<file path="src/rtl/fir_mac_sequencer.sv">
// 31-tap symmetric low-pass FIR built around one shared multiply-accumulate unit.
// Each accepted sample starts a 16-step pair walk, then one saturated, scaled output.
module fir_mac_sequencer #(
  parameter int DATA_W = 10,
  parameter int ACC_W  = 22,
  parameter int SHIFT  = 10
) (
  input  logic              clk_i,
  input  logic              reset_i,
  input  logic              sample_valid_i,
  input  logic [DATA_W-1:0] sample_i,
  output logic              busy_o,
  output logic              out_valid_o,
  output logic [DATA_W-1:0] filtered_o,
  output logic              dropped_o
);

  localparam int TAPS   = 31;
  localparam int COEF_W = 7;
  localparam int PTR_W  = 5;
  localparam int PAIR_W = DATA_W + 1;
  localparam int PROD_W = PAIR_W + COEF_W;

  localparam logic [1:0] S_IDLE = 2'd0;
  localparam logic [1:0] S_MAC  = 2'd1;
  localparam logic [1:0] S_DONE = 2'd2;

  localparam logic [PTR_W-1:0] PTR_LAST = PTR_W'(TAPS - 1);
  localparam logic [3:0]       K_CENTRE = 4'd15;
  localparam logic [ACC_W-1:0] SAT_MAX  = ACC_W'((1 << DATA_W) - 1);

  function automatic logic [COEF_W-1:0] coef(input logic [3:0] k);
    logic [COEF_W-1:0] c;
    case (k)
      4'd0:    c = 7'd3;
      4'd1:    c = 7'd4;
      4'd2:    c = 7'd6;
      4'd3:    c = 7'd8;
      4'd4:    c = 7'd12;
      4'd5:    c = 7'd17;
      4'd6:    c = 7'd23;
      4'd7:    c = 7'd29;
      4'd8:    c = 7'd36;
      4'd9:    c = 7'd43;
      4'd10:   c = 7'd50;
      4'd11:   c = 7'd56;
      4'd12:   c = 7'd61;
      4'd13:   c = 7'd65;
      4'd14:   c = 7'd67;
      default: c = 7'd68;
    endcase
    return c;
  endfunction

  logic [1:0]        state_q, state_d;
  logic [PTR_W-1:0]  wr_ptr_q, wr_ptr_d;
  logic [PTR_W-1:0]  newest_q, newest_d;
  logic [3:0]        k_q, k_d;
  logic [ACC_W-1:0]  acc_q, acc_d;
  logic [DATA_W-1:0] filtered_q, filtered_d;
  logic              out_valid_q, out_valid_d;
  logic              dropped_q, dropped_d;
  logic              accept;

  logic [DATA_W-1:0] line_q [TAPS];

  // Ages k and 30-k, both taken modulo 31 relative to the newest entry.
  logic [PTR_W:0]    new_sum, old_sum;
  logic [PTR_W-1:0]  idx_new, idx_old;
  logic [DATA_W-1:0] x_new, x_old;
  logic [PAIR_W-1:0] pair_sum;
  logic [PROD_W-1:0] product;
  logic [ACC_W-1:0]  scaled;

  always_comb begin
    new_sum = {1'b0, newest_q} + 6'd31 - {2'b00, k_q};
    idx_new = (new_sum >= 6'd31) ? PTR_W'(new_sum - 6'd31) : new_sum[PTR_W-1:0];
    old_sum = {1'b0, newest_q} + 6'd1 + {2'b00, k_q};
    idx_old = (old_sum >= 6'd31) ? PTR_W'(old_sum - 6'd31) : old_sum[PTR_W-1:0];
    x_new   = line_q[idx_new];
    x_old   = line_q[idx_old];
  end

  // The centre tap has no partner, so it contributes a single sample.
  assign pair_sum = (k_q == K_CENTRE) ? {1'b0, x_new} : ({1'b0, x_new} + {1'b0, x_old});
  assign product  = {{COEF_W{1'b0}}, pair_sum} * {{PAIR_W{1'b0}}, coef(k_q)};
  assign scaled   = acc_q >> SHIFT;

  always_comb begin
    state_d     = state_q;
    wr_ptr_d    = wr_ptr_q;
    newest_d    = newest_q;
    k_d         = k_q;
    acc_d       = acc_q;
    filtered_d  = filtered_q;
    out_valid_d = 1'b0;
    dropped_d   = sample_valid_i && (state_q != S_IDLE);
    accept      = 1'b0;
    case (state_q)
      S_IDLE: begin
        if (sample_valid_i) begin
          accept   = 1'b1;
          newest_d = wr_ptr_q;
          wr_ptr_d = (wr_ptr_q == PTR_LAST) ? '0 : wr_ptr_q + 1'b1;
          acc_d    = '0;
          k_d      = '0;
          state_d  = S_MAC;
        end
      end
      S_MAC: begin
        acc_d = acc_q + {{(ACC_W-PROD_W){1'b0}}, product};
        k_d   = k_q + 1'b1;
        if (k_q == K_CENTRE) begin
          state_d = S_DONE;
        end
      end
      S_DONE: begin
        filtered_d  = (scaled > SAT_MAX) ? {DATA_W{1'b1}} : scaled[DATA_W-1:0];
        out_valid_d = 1'b1;
        state_d     = S_IDLE;
      end
      default: begin
        state_d = S_IDLE;
      end
    endcase
  end

  always_ff @(posedge clk_i or posedge reset_i) begin
    if (reset_i) begin
      state_q     <= S_IDLE;
      wr_ptr_q    <= '0;
      newest_q    <= '0;
      k_q         <= '0;
      acc_q       <= '0;
      filtered_q  <= '0;
      out_valid_q <= 1'b0;
      dropped_q   <= 1'b0;
    end else begin
      state_q     <= state_d;
      wr_ptr_q    <= wr_ptr_d;
      newest_q    <= newest_d;
      k_q         <= k_d;
      acc_q       <= acc_d;
      filtered_q  <= filtered_d;
      out_valid_q <= out_valid_d;
      dropped_q   <= dropped_d;
    end
  end

  // The delay line must clear on reset, so it lives in flops rather than RAM.
  always_ff @(posedge clk_i or posedge reset_i) begin
    if (reset_i) begin
      for (int i = 0; i < TAPS; i++) begin
        line_q[i] <= '0;
      end
    end else if (accept) begin
      line_q[wr_ptr_q] <= sample_i;
    end
  end

  assign busy_o      = (state_q != S_IDLE);
  assign out_valid_o = out_valid_q;
  assign filtered_o  = filtered_q;
  assign dropped_o   = dropped_q;

endmodule

</file>
<file path="config.mk">
export PLATFORM = sky130hd
export DESIGN_NAME = fir_mac_sequencer
export DESIGN_NICKNAME = d
export VERILOG_FILES = /design/src/rtl/fir_mac_sequencer.sv
export SDC_FILE = /design/constraint.sdc
export NUM_CORES = 1
export LEC_CHECK = 0
export CORE_UTILIZATION = 45
export CTS_BUF_LIST = sky130_fd_sc_hd__clkbuf_16
export DETAILED_ROUTE_END_ITERATION = 6
export GPL_TIMING_DRIVEN = 0
export PLACE_DENSITY_LB_ADDON = 0.25
export SLEW_MARGIN = 40
export SYNTH_ARGS = -nofsm -noshare
export SYNTH_HDL_FRONTEND = slang
export SYNTH_SLANG_ARGS = --single-unit
</file>
<file path="constraint.sdc">
create_clock -name clk_i -period 28 [get_ports clk_i]
set_clock_uncertainty 0.2 [all_clocks]
set_input_delay 2.8 -clock clk_i [delete_from_list [all_inputs] [get_ports clk_i]]
set_output_delay 2.8 -clock clk_i [all_outputs]
set_load 0.02 [all_outputs]
</file>
Word-level counts from Yosys, hierarchy flattened
Memories as Yosys holds them, arrays and structs flattened.
Cells that the tools add are included.
{"block": "word_totals", "wordCells": 99, "mem_bits_ro": 112, "ramBits": 0, "latchBits": 0, "output_inout_bits": 13, "mem_count": 1, "ff_bits": 360, "inputBits": 13}
{"name": "(no name shown)", "depth": 16, "width": 7, "rd": 1, "rd_clocked_by_memory_dff": 0, "write_ports": 0, "line": "34", "source": "case (k)"}
{"block": "op_classes", "n_mux": 24, "bitwise_logic": 3, "n_lt_le_gt_ge": 7, "reduce_logical": 8, "multipliers": 1, "div_mod_pow": 0, "eq_ne": 6, "add_sub_neg": 10, "shifts": 0}
{"operator": "310-bit bitwise mux", "count": 1}
{"operator": "10-bit binary-select mux with 5-bit select", "count": 2}
{"operator": "10-bit two-way mux", "count": 6}
{"operator": "10-bit demux with 5-bit select", "count": 1}
{"operator": "22-bit one-hot mux with 2 select lines", "count": 1}
{"operator": "22-bit by 18-bit adder with 22-bit output", "count": 1}
{"operator": "22-bit two-way mux", "count": 1}
{"operator": "6-bit >= comparator, second input constant", "count": 3}
{"operator": "11-bit by 7-bit multiplier with 18-bit output", "count": 1}
{"operator": "5-bit NOT with 6-bit output", "count": 3}
{"operator": "5-bit two-way mux", "count": 3}
{"operator": "6-bit by 5-bit >= comparator with 1-bit output, second input constant", "count": 2}
{"operator": "12-bit by 10-bit > comparator with 1-bit output, second input constant", "count": 1}
{"operator": "10-bit by 10-bit adder with 11-bit output", "count": 1}
{"operator": "11-bit two-way mux", "count": 1}
{"operator": "5-bit subtractor, second input constant", "count": 2}
{"operator": "4-bit one-hot mux with 2 select lines", "count": 1}
{"operator": "5-bit by 1-bit adder with 6-bit output, second input constant", "count": 1}
{"operator": "5-bit by 5-bit adder with 6-bit output, second input constant", "count": 1}
{"operator": "6-bit by 4-bit adder with 6-bit output", "count": 1}
{"operator": "6-bit by 1-bit < comparator with 1-bit output, second input constant", "count": 1}
{"operator": "2-bit AND reduction", "count": 3}
{"operator": "6-bit by 4-bit subtractor with 6-bit output", "count": 1}
{"operator": "5-bit by 1-bit adder with 5-bit output, second input constant", "count": 1}
{"operator": "other kinds (13)", "count": 19}

Depth between registers and ports, before layout
Gate-level depths: netlist of the first run.
{"block": "logic_depth", "ltp_word": 13, "ltp_mapped": 49, "mapped_depth_nobuf": 41}

Least setup slack after synthesis of the first run
Ideal clock, no wire load.
{"block": "synth_timing", "path_kind": "reg2reg", "start": "register k_q[0]", "end": "register acc_q[21]", "slack_ns": 17.198, "period_less_slack_ns": 10.802, "stages_incl_launch_ff": 47, "setup_time_ns": 0.079, "arrival_ns": 10.523, "n_path_buf": 8, "required_time_ns": 27.721, "path_cell_list": "dfrtp_1 inv_1 ha_1 buf_2 inv_1 clkbuf_1 clkbuf_1 buf_1 buf_2 buf_1 ha_1 nand2b_1 a2111o_1 a31o_1 buf_6 a32oi_1 o21ai_0 a2111oi_0 (+11 left out) nand2b_1 fa_1 inv_1 fa_1 fa_1 inv_1 fa_1 inv_1 ha_1 clkbuf_1 nand2_1 a21oi_1 a221oi_1 o21ai_0 o21ai_0 nor2b_1 o211ai_1 mux2i_1"}
{"block": "synth_between", "elab_chain_len": 12, "elab_cells_between_ends": 23, "cone_classes": "add/sub (6); mul (1); order compare (2); eq/ne (1); mux (10); bitwise (2); memory (1)"}
{"element": "start: declaration", "line": "58", "source": "logic [3:0] k_q, k_d;"}
{"element": "start signal: assignment", "line": "142", "source": "k_q <= k_d;"}
{"element": "6-bit by 4-bit subtractor with 6-bit output or 6-bit by 4-bit adder with 6-bit output (tied branches)", "line": "76, 78"}
{"element": "5-bit subtractor, or another cell as far along", "line": "77", "source": "idx_new = (new_sum >= 6'd31) ? PTR_W'(new_sum - 6'd31) : new_sum[PTR_W-1:0];"}
{"element": "5-bit two-way mux (on tied branches)", "line": "77, 79"}
{"element": "5-bit NOT with 6-bit output (on tied branches)", "line": "80, 81"}
{"element": "10-bit binary-select mux with 5-bit select (on tied branches)", "line": "80, 81"}
{"element": "10-bit two-way mux (on tied branches) (2 in series)", "line": "80, 81"}
{"element": "10-bit by 10-bit adder with 11-bit output", "line": "85", "source": "assign pair_sum = (k_q == K_CENTRE) ? {1'b0, x_new} : ({1'b0, x_new} + {1'b0, x_old});"}
{"element": "11-bit two-way mux", "line": "85"}
{"element": "11-bit by 7-bit multiplier with 18-bit output (*)", "line": "86", "source": "assign product = {{COEF_W{1'b0}}, pair_sum} * {{PAIR_W{1'b0}}, coef(k_q)};"}
{"element": "22-bit by 18-bit adder with 22-bit output (*)", "line": "111", "source": "acc_d = acc_q + {{(ACC_W-PROD_W){1'b0}}, product};"}
{"element": "22-bit one-hot mux with 2 select lines (*)", "line": "99", "source": "case (state_q)"}
{"element": "end signal: assignment", "line": "134", "source": "acc_q <= '0;"}
{"element": "end signal: assignment", "line": "143", "source": "acc_q <= acc_d;"}
{"element": "end: declaration", "line": "59", "source": "logic [ACC_W-1:0] acc_q, acc_d;"}
Every way passes the cells marked *; elsewhere a longest branch is shown, timed or not. The select of a mux whose other input is x is not followed.
A chain may end at the register's enable or synchronous reset.

Worst setup path after layout of the first run
Same ends and word-level chain as after synthesis.

==> results by group, run 1 <==
Run status
  • Status: completed

Die
  • Die area: 60070 sq um
  • IO Count: 26
  • Die Y-Extent: 245.1 microns
  • Die Span X: 245.1 microns
  • Std cell rows: 88
  • Initial core utilization: 45.83%
  • CORE AREA: 58030 sq um

Cells and area
  • Fin nets: 2821
  • Final Core Density: 51.19%
  • Post-route cell area: 29700 sq um
  • Proportion of layout cells with a drive suffix above 1: 22.62%
  • Area Growth Syn to Fin: 11.70%

Job
  • Max Cap Viol: 0

Route
  • Routed Antenna Nets: 0
  • Final WL: 111500 microns
  • Initial DRC Count: 3693
  • Remaining DRCs: 0
  • Wire per inst: 32.11 microns
  • Via density per instance: 7.002
  • Via count: 24320
  • First-pass iteration count of the detailed router: 7

Synthesis
  • Share of the synthesized area in the top cell type: 33.88%
  • Ys async rst share: 100.0%
  • Prevailing post-synth register cell: dfrtp_1
  • Commonest cells in the netlist: 360 x dfrtp_1, 330 x mux2_2, 187 x nand2_1
  • Distinct cells, synth: 98
  • Syn avg cell area: 10.26 sq um
  • Mapped Cells: 2593
  • Post-synthesis sequential area ratio: 33.88%
  • Post-synth top area cell: dfrtp_1
  • Syn Std Cell Area: 26590 sq um
  • Synthesized net count: 2741
  • Number of synthesized flops with an enable pin: 0
  • Flops & latches, synth: 360
  • Count leader, synth: dfrtp_1
  • Synth area leaders: dfrtp_1 34%, mux2_2 14%, mux2i_1 5.0%, fa_1 4.7%, mux4_2 4.6%
  • Warnings from Yosys: 0

Critical path
  • Setup CP Type: reg2reg
  • CP peak stage delay: 0.76 ns
  • CP endpoint kind: flip-flop
  • Worst path arrival time: 15.32 ns
  • Req. time, crit path: 28.35 ns
  • Slowest CP cell: clkbuf_1
  • CP Launch Type: flip-flop
  • Crit path max fanout: 11

Clocking
  • CTS Buf Count: 44
  • Worst-Skew Late Latency: 0.61 ns
  • Root buf cell: clkbuf_16
  • CTS max path bufs: 3
  • Clock-pin slew on the worst setup and hold paths: 0.06 ns
  • Clock sinks: 360
  • H-Tree Depth: 2
  • CTS tree: built
  • Post-CTS Hold Fix Bufs: 0
  • Postcts setup bufs: 0
  • Post-cts gate resize count: 0

STA
  • Final min period: 14.97 ns
  • Final setup vio count: 0
  • Max Freq: 66.81 MHz
  • Fin Hold WS: 0.2810 ns
  • Final Cycle Share: 53.45%
  • Actual slew at the worst max-slew pin: 0.9863 ns
  • Final hold vios: 0
  • Max-slew violations: 0
  • RSZ-0062 raised after global routing: no
  • Final TNS setup: 0 ns
  • Max-slew headroom: 34.25%

Place
  • Buffers on Ports: 25
  • Cell Area, Placed: 28140 sq um
  • GP Congestion: 1.096
  • DP HPWL: 84470 microns

Global routing
  • Total GRT Usage: 36.94%
  • Vias in the first global route: 23520
  • Largest net degree at the start of global routing: 83
  • Antenna violations before repair: 3
  • First-pass GRT wire length: 161500 microns
  • Grt total ovfl: 0

Hold path
  • HP Class: reg2reg
## worst max-delay path: cells and delay by family, from the launching register on
kind / cells / cell delay, ns
AO/OA/AOI/OAI: 15 / 4.18
XOR/XNOR: 1 / 0.11
adder cells (fa/ha/maj): 8 / 3.27
buffers and inverters: 13 / 4.55
flip-flops: 1 / 0.49
multiplexers: 1 / 0.21
AND/OR/NAND/NOR: 7 / 1.81
## state kept, by name, indices dropped and copies added, names as in the netlist
name         flops
acc_q           22
dropped_o        1
filtered_o      10
k_q              4
line_q         310
newest_q         5
out_valid_o      1
state_q          2
wr_ptr_q         5
## final cells by class
class / instances / area, sq um
fill: 5217 / 28320
multi-input combinational: 1931 / 16520
sequential: 360 / 9009
clock buffer: 44 / 1101
tap: 765 / 957.2
buffer: 184 / 833.3
inverter: 118 / 450.4
clock inverter: 35 / 415.4
timing repair buffer: 34 / 410.4
antenna: 2 / 5.005
## metal layers
layer,vias up,share of wire (%),global-route usage [%],wire (microns)
met5,-,0,0,0
met4,0,8.4,26.16,9344
met3,437,12,10.43,13270
met2,1830,41,51.92,45410
met1,12070,39,48.67,43510
li1,9978,-,-,-
## cells by family (layout without fill, tap and decap cells)
logic type / Yosys count / count (layout) / synth area share (%)
compound gates: 631 / 631 / 17.12
xor+xnor: 33 / 33 / 1.143
fa+ha+maj: 135 / 135 / 8.130
buf+inv: 302 / 415 / 4.677
flops: 360 / 360 / 33.88
mux: 517 / 517 / 23.56
other cells: 0 / 2 / 0
simple gates: 615 / 615 / 11.50
## cells in the final DEF (no fill, tap or decap), types with 12 or more instances in the layout
| cell type | synthesis | routed |
|---|---|---|
| a211oi_1 | 20 | 20 |
| a21o_1 | 13 | 13 |
| a21oi_1 | 64 | 63 |
| a221o_1 | 13 | 13 |
| a31oi_1 | 30 | 29 |
| a32oi_1 | 13 | 12 |
| and3_1 | 42 | 42 |
| buf_1 | 23 | 13 |
| buf_2 | 34 | 42 |
| clkbuf_1 | 114 | 98 |
| clkbuf_16 | 0 | 44 |
| clkbuf_2 | 0 | 21 |
| clkdlybuf4s50_1 | 0 | 25 |
| dfrtp_1 | 360 | 360 |
| fa_1 | 63 | 63 |
| ha_1 | 72 | 72 |
| inv_1 | 117 | 124 |
| mux2_2 | 330 | 330 |
| mux2i_1 | 132 | 132 |
| mux4_2 | 54 | 54 |
| nand2_1 | 187 | 187 |
| nand2b_1 | 16 | 16 |
| nand3_1 | 68 | 68 |
| nand4_1 | 14 | 14 |
| nor2_1 | 126 | 113 |
| nor2_2 | 2 | 13 |
| nor2b_1 | 16 | 16 |
| nor3_1 | 63 | 62 |
| o2111ai_1 | 19 | 18 |
| o211ai_1 | 16 | 16 |
| o21ai_0 | 115 | 114 |
| o221ai_1 | 26 | 26 |
| o22ai_1 | 91 | 91 |
| o31ai_1 | 31 | 29 |
| or3_1 | 17 | 17 |
| xnor2_1 | 14 | 14 |
| xor2_1 | 17 | 17 |
## per-stage QoR
stage	worst slack, ns	std cells
finish	13.03	3473
global route	12.80	3471
detailed placement	13.67	3391
global placement	10.74	3383
CTS	13.65	3470
floorplan	15.01	2593
## path summary, 6_finish.rpt
kind	startpoint	end	slack [ns]	cells after the start
setup / recovery	k_q[0]	acc_q[21]	13.03	45
hold / removal	acc_q[21]	acc_q[21]	0.28	1
setup reg to reg	k_q[0]	acc_q[21]	13.03	45
hold reg to reg	acc_q[21]	acc_q[21]	0.28	1
max in group asynchronous	reset_i	acc_q[13]	24.18	4
min in group asynchronous	reset_i	line_q[235]	2.35	2
Power of run 1 is left out: the tool's default activity adds up to more than one toggle a clock period on the data nets, which glitch-free logic cannot reach.
==> run 2, diff against run 1 <==
==> constraint.sdc (replaced) <==
create_clock -name clk_i -period 13.2 [get_ports clk_i]
set_clock_uncertainty 0.2 [all_clocks]
set_input_delay 1.32 -clock clk_i [delete_from_list [all_inputs] [get_ports clk_i]]
set_output_delay 1.32 -clock clk_i [all_outputs]
set_load 0.02 [all_outputs]
==> run 2 against run 1 <==
Compared with the run above: the run now ends with design-rule violations left; non-clock buffer count up 8; critical path depth down 4; global-route usage about the same; core utilization up 0.33 points; sequential share of layout area down 0.20 points; wire length up 0.35%; worst setup slack worse by 13 ns; clock-buffer cell count unchanged; die area unchanged.
==> results by group, run 2 (same netlist as run 1, synthesis figures left out) <==
Global routing
  • Largest net degree at the start of global routing: 83 (unchanged)
  • Grt total ovfl: 0 (unchanged)
  • Vias in the first global route: 23500 (-0.072%)
  • Total GRT Usage: 36.97% (about the same)
  • First-pass GRT wire length: 161700 microns (about the same)
  • Antenna violations before repair: 6 (+3)

Cells and area
  • Area occupied by multi-input gates: 16620 sq um (+0.59%)
  • Most common cell after layout, fill and taps aside: dfrtp_1
  • Post-route cell area: 29900 sq um (+0.65%)
  • Commonest cells after routing, fill and taps aside: 360 x dfrtp_1, 330 x mux2_2, 187 x nand2_1, 132 x mux2i_1, 124 x inv_1
  • Area occupied by registers: 9009 sq um (unchanged)
  • Area Growth Syn to Fin: 12.43%
  • Fill cells: 5220 (+0.058%)
  • Register name with the most flops: line_q
  • Fin nets: 2829 (+0.28%)
  • Max reg flops: 310 (unchanged)
  • Proportion of layout cells with a drive suffix above 1: 23.62% (+1.0 points)

Critical path
  • Reg-to-reg setup timing slack: 0.27 ns (-12.76 ns)
  • Stages on worst setup path: 41 (-8.9%)
  • CP most frequent cell: inv_1
  • Critical path endpoint: acc_q[18]
  • Slowest CP cell: o32ai_1
  • CP Launch Type: flip-flop
  • R2R Path End: acc_q[18]
  • Reg2reg path depth: 41 (-8.9%)
  • Crit path max fanout: 11 (unchanged)
  • CP peak stage delay: 0.70 ns (-0.06 ns)
  • Worst path arrival time: 13.19 ns (-2.13 ns)
  • Req. time, crit path: 13.46 ns (-14.89 ns)
  • CP endpoint kind: flip-flop
  • Setup CP Type: reg2reg
  • R2R Path Start: k_q[0]
  • Critical Path Start: k_q[0]
  • Crit path max-delay family: compound AO/OA/AOI/OAI gates
  • WP buf/inv: 12 (-1)

Die
  • IO Count: 26 (unchanged)
  • Die Span X: 245.1 microns (unchanged)
  • Die area: 60070 sq um (unchanged)
  • Std cell rows: 88 (unchanged)
  • CORE AREA: 58030 sq um (unchanged)
  • Initial core utilization: 45.83% (unchanged)
  • Die Y-Extent: 245.1 microns (unchanged)

STA
  • Fin Hold WS: 0.2812 ns (+0.0001510 ns)
  • Max Freq: 77.36 MHz (+16%)
  • Final hold vios: 0 (unchanged)
  • Final Cycle Share: 97.92% (+44 points)
  • Actual slew at the worst max-slew pin: 0.9874 ns (+0.001148 ns)
  • Max-slew headroom: 34.17% (-0.077 points)
  • Final min period: 12.93 ns (-2.041 ns)
  • Final worst slack: 0.2741 ns (-12.76 ns)
  • Max-slew violations: 0 (unchanged)
  • Final setup vio count: 0 (unchanged)

Clocking
  • CTS tree: built
  • H-Tree Depth: 2 (unchanged)
  • Clock-pin slew on the worst setup and hold paths: 0.06 ns (about the same)
  • CTS Buf Count: 44 (unchanged)
  • Clock sinks: 360 (unchanged)
  • Worst-Skew Late Latency: 0.64 ns (+0.03 ns)
  • Post-CTS Hold Fix Bufs: 0 (unchanged)
  • Root buf cell: clkbuf_16
  • CTS max path bufs: 3 (unchanged)

Route
  • Wire per inst: 32.15 microns (+0.12%)
  • First-pass iteration count of the detailed router: 7 (unchanged)
  • Final WL: 111900 microns (+0.35%)
  • Via density per instance: 7.025 (+0.33%)
  • Routed Antenna Nets: 0 (unchanged)
  • Initial DRC Count: 3669 (-0.65%)
  • Via count: 24450 (+0.56%)
  • Remaining DRCs: 12 (+12)

Place
  • GP Congestion: 1.096 (unchanged)
  • Buffers on Ports: 25 (unchanged)
  • DP Worst Slack: -1.130 ns (-14.80 ns)
  • DP HPWL: 84470 microns (unchanged)
  • Cell Area, Placed: 28140 sq um (unchanged)

Run status
  • Status: complete, but fails checks
  • Failing checks: design-rule violations

Job
  • Max Cap Viol: 0 (unchanged)

Hold path
  • Worst hold start: acc_q[21]
  • HP Class: reg2reg
==> run 2: routing by layer <==
metal  up-vias  track usage [%]  part of all wire [%]
li1      10030                -                     -
met1     12220            48.74                    39
met2      1789            52.04                    41
met3       422            10.32                    12
met4         2            26.12                   8.0
met5         -                0                0.0098
==> run 2: final cells by class <==
cell class / count / area share [%]
Inverter: 118 / 1.507
Timing Repair Buffer: 42 / 1.582
Tap cell: 765 / 3.201
Antenna cell: 2 / 0.01674
Clock buffer: 44 / 3.683
Buffer: 184 / 2.900
Clock inverter: 35 / 1.389
Sequential cell: 360 / 30.13
Multi-Input combinational cell: 1931 / 55.59
==> run 2: how the worst min path moves through the flow <==
stage	end	slack [ns]	cells past startpoint
after floorplan	acc_q[21]	0.25	1
after global placement	acc_q[21]	0.27	1
after detailed placement	acc_q[21]	0.29	1
after CTS	acc_q[21]	0.30	1
after global routing	acc_q[21]	0.32	1
final	acc_q[21]	0.28	1
==> run 2: timing repair <==
item                                    CTS  global route
gates cloned                              0             0
pin swaps                                 1             3
endpoints found under the setup margin   13             9
hold endpoints to repair                  0             0
setup buffers                             2             7
resized for setup                        10            36
==> run 2: stage by stage <==
stage               utilization [%]  std cells  TNS (ns)
floorplan                         -       2593         0
global placement              47.91       3383   -921.22
detailed placement            48.50       3391    -7.545
CTS                           51.20       3472         0
global route                  51.52       3479  -0.06494
finish                        51.53       3481         0
Power of run 2 is left out for the same reason.
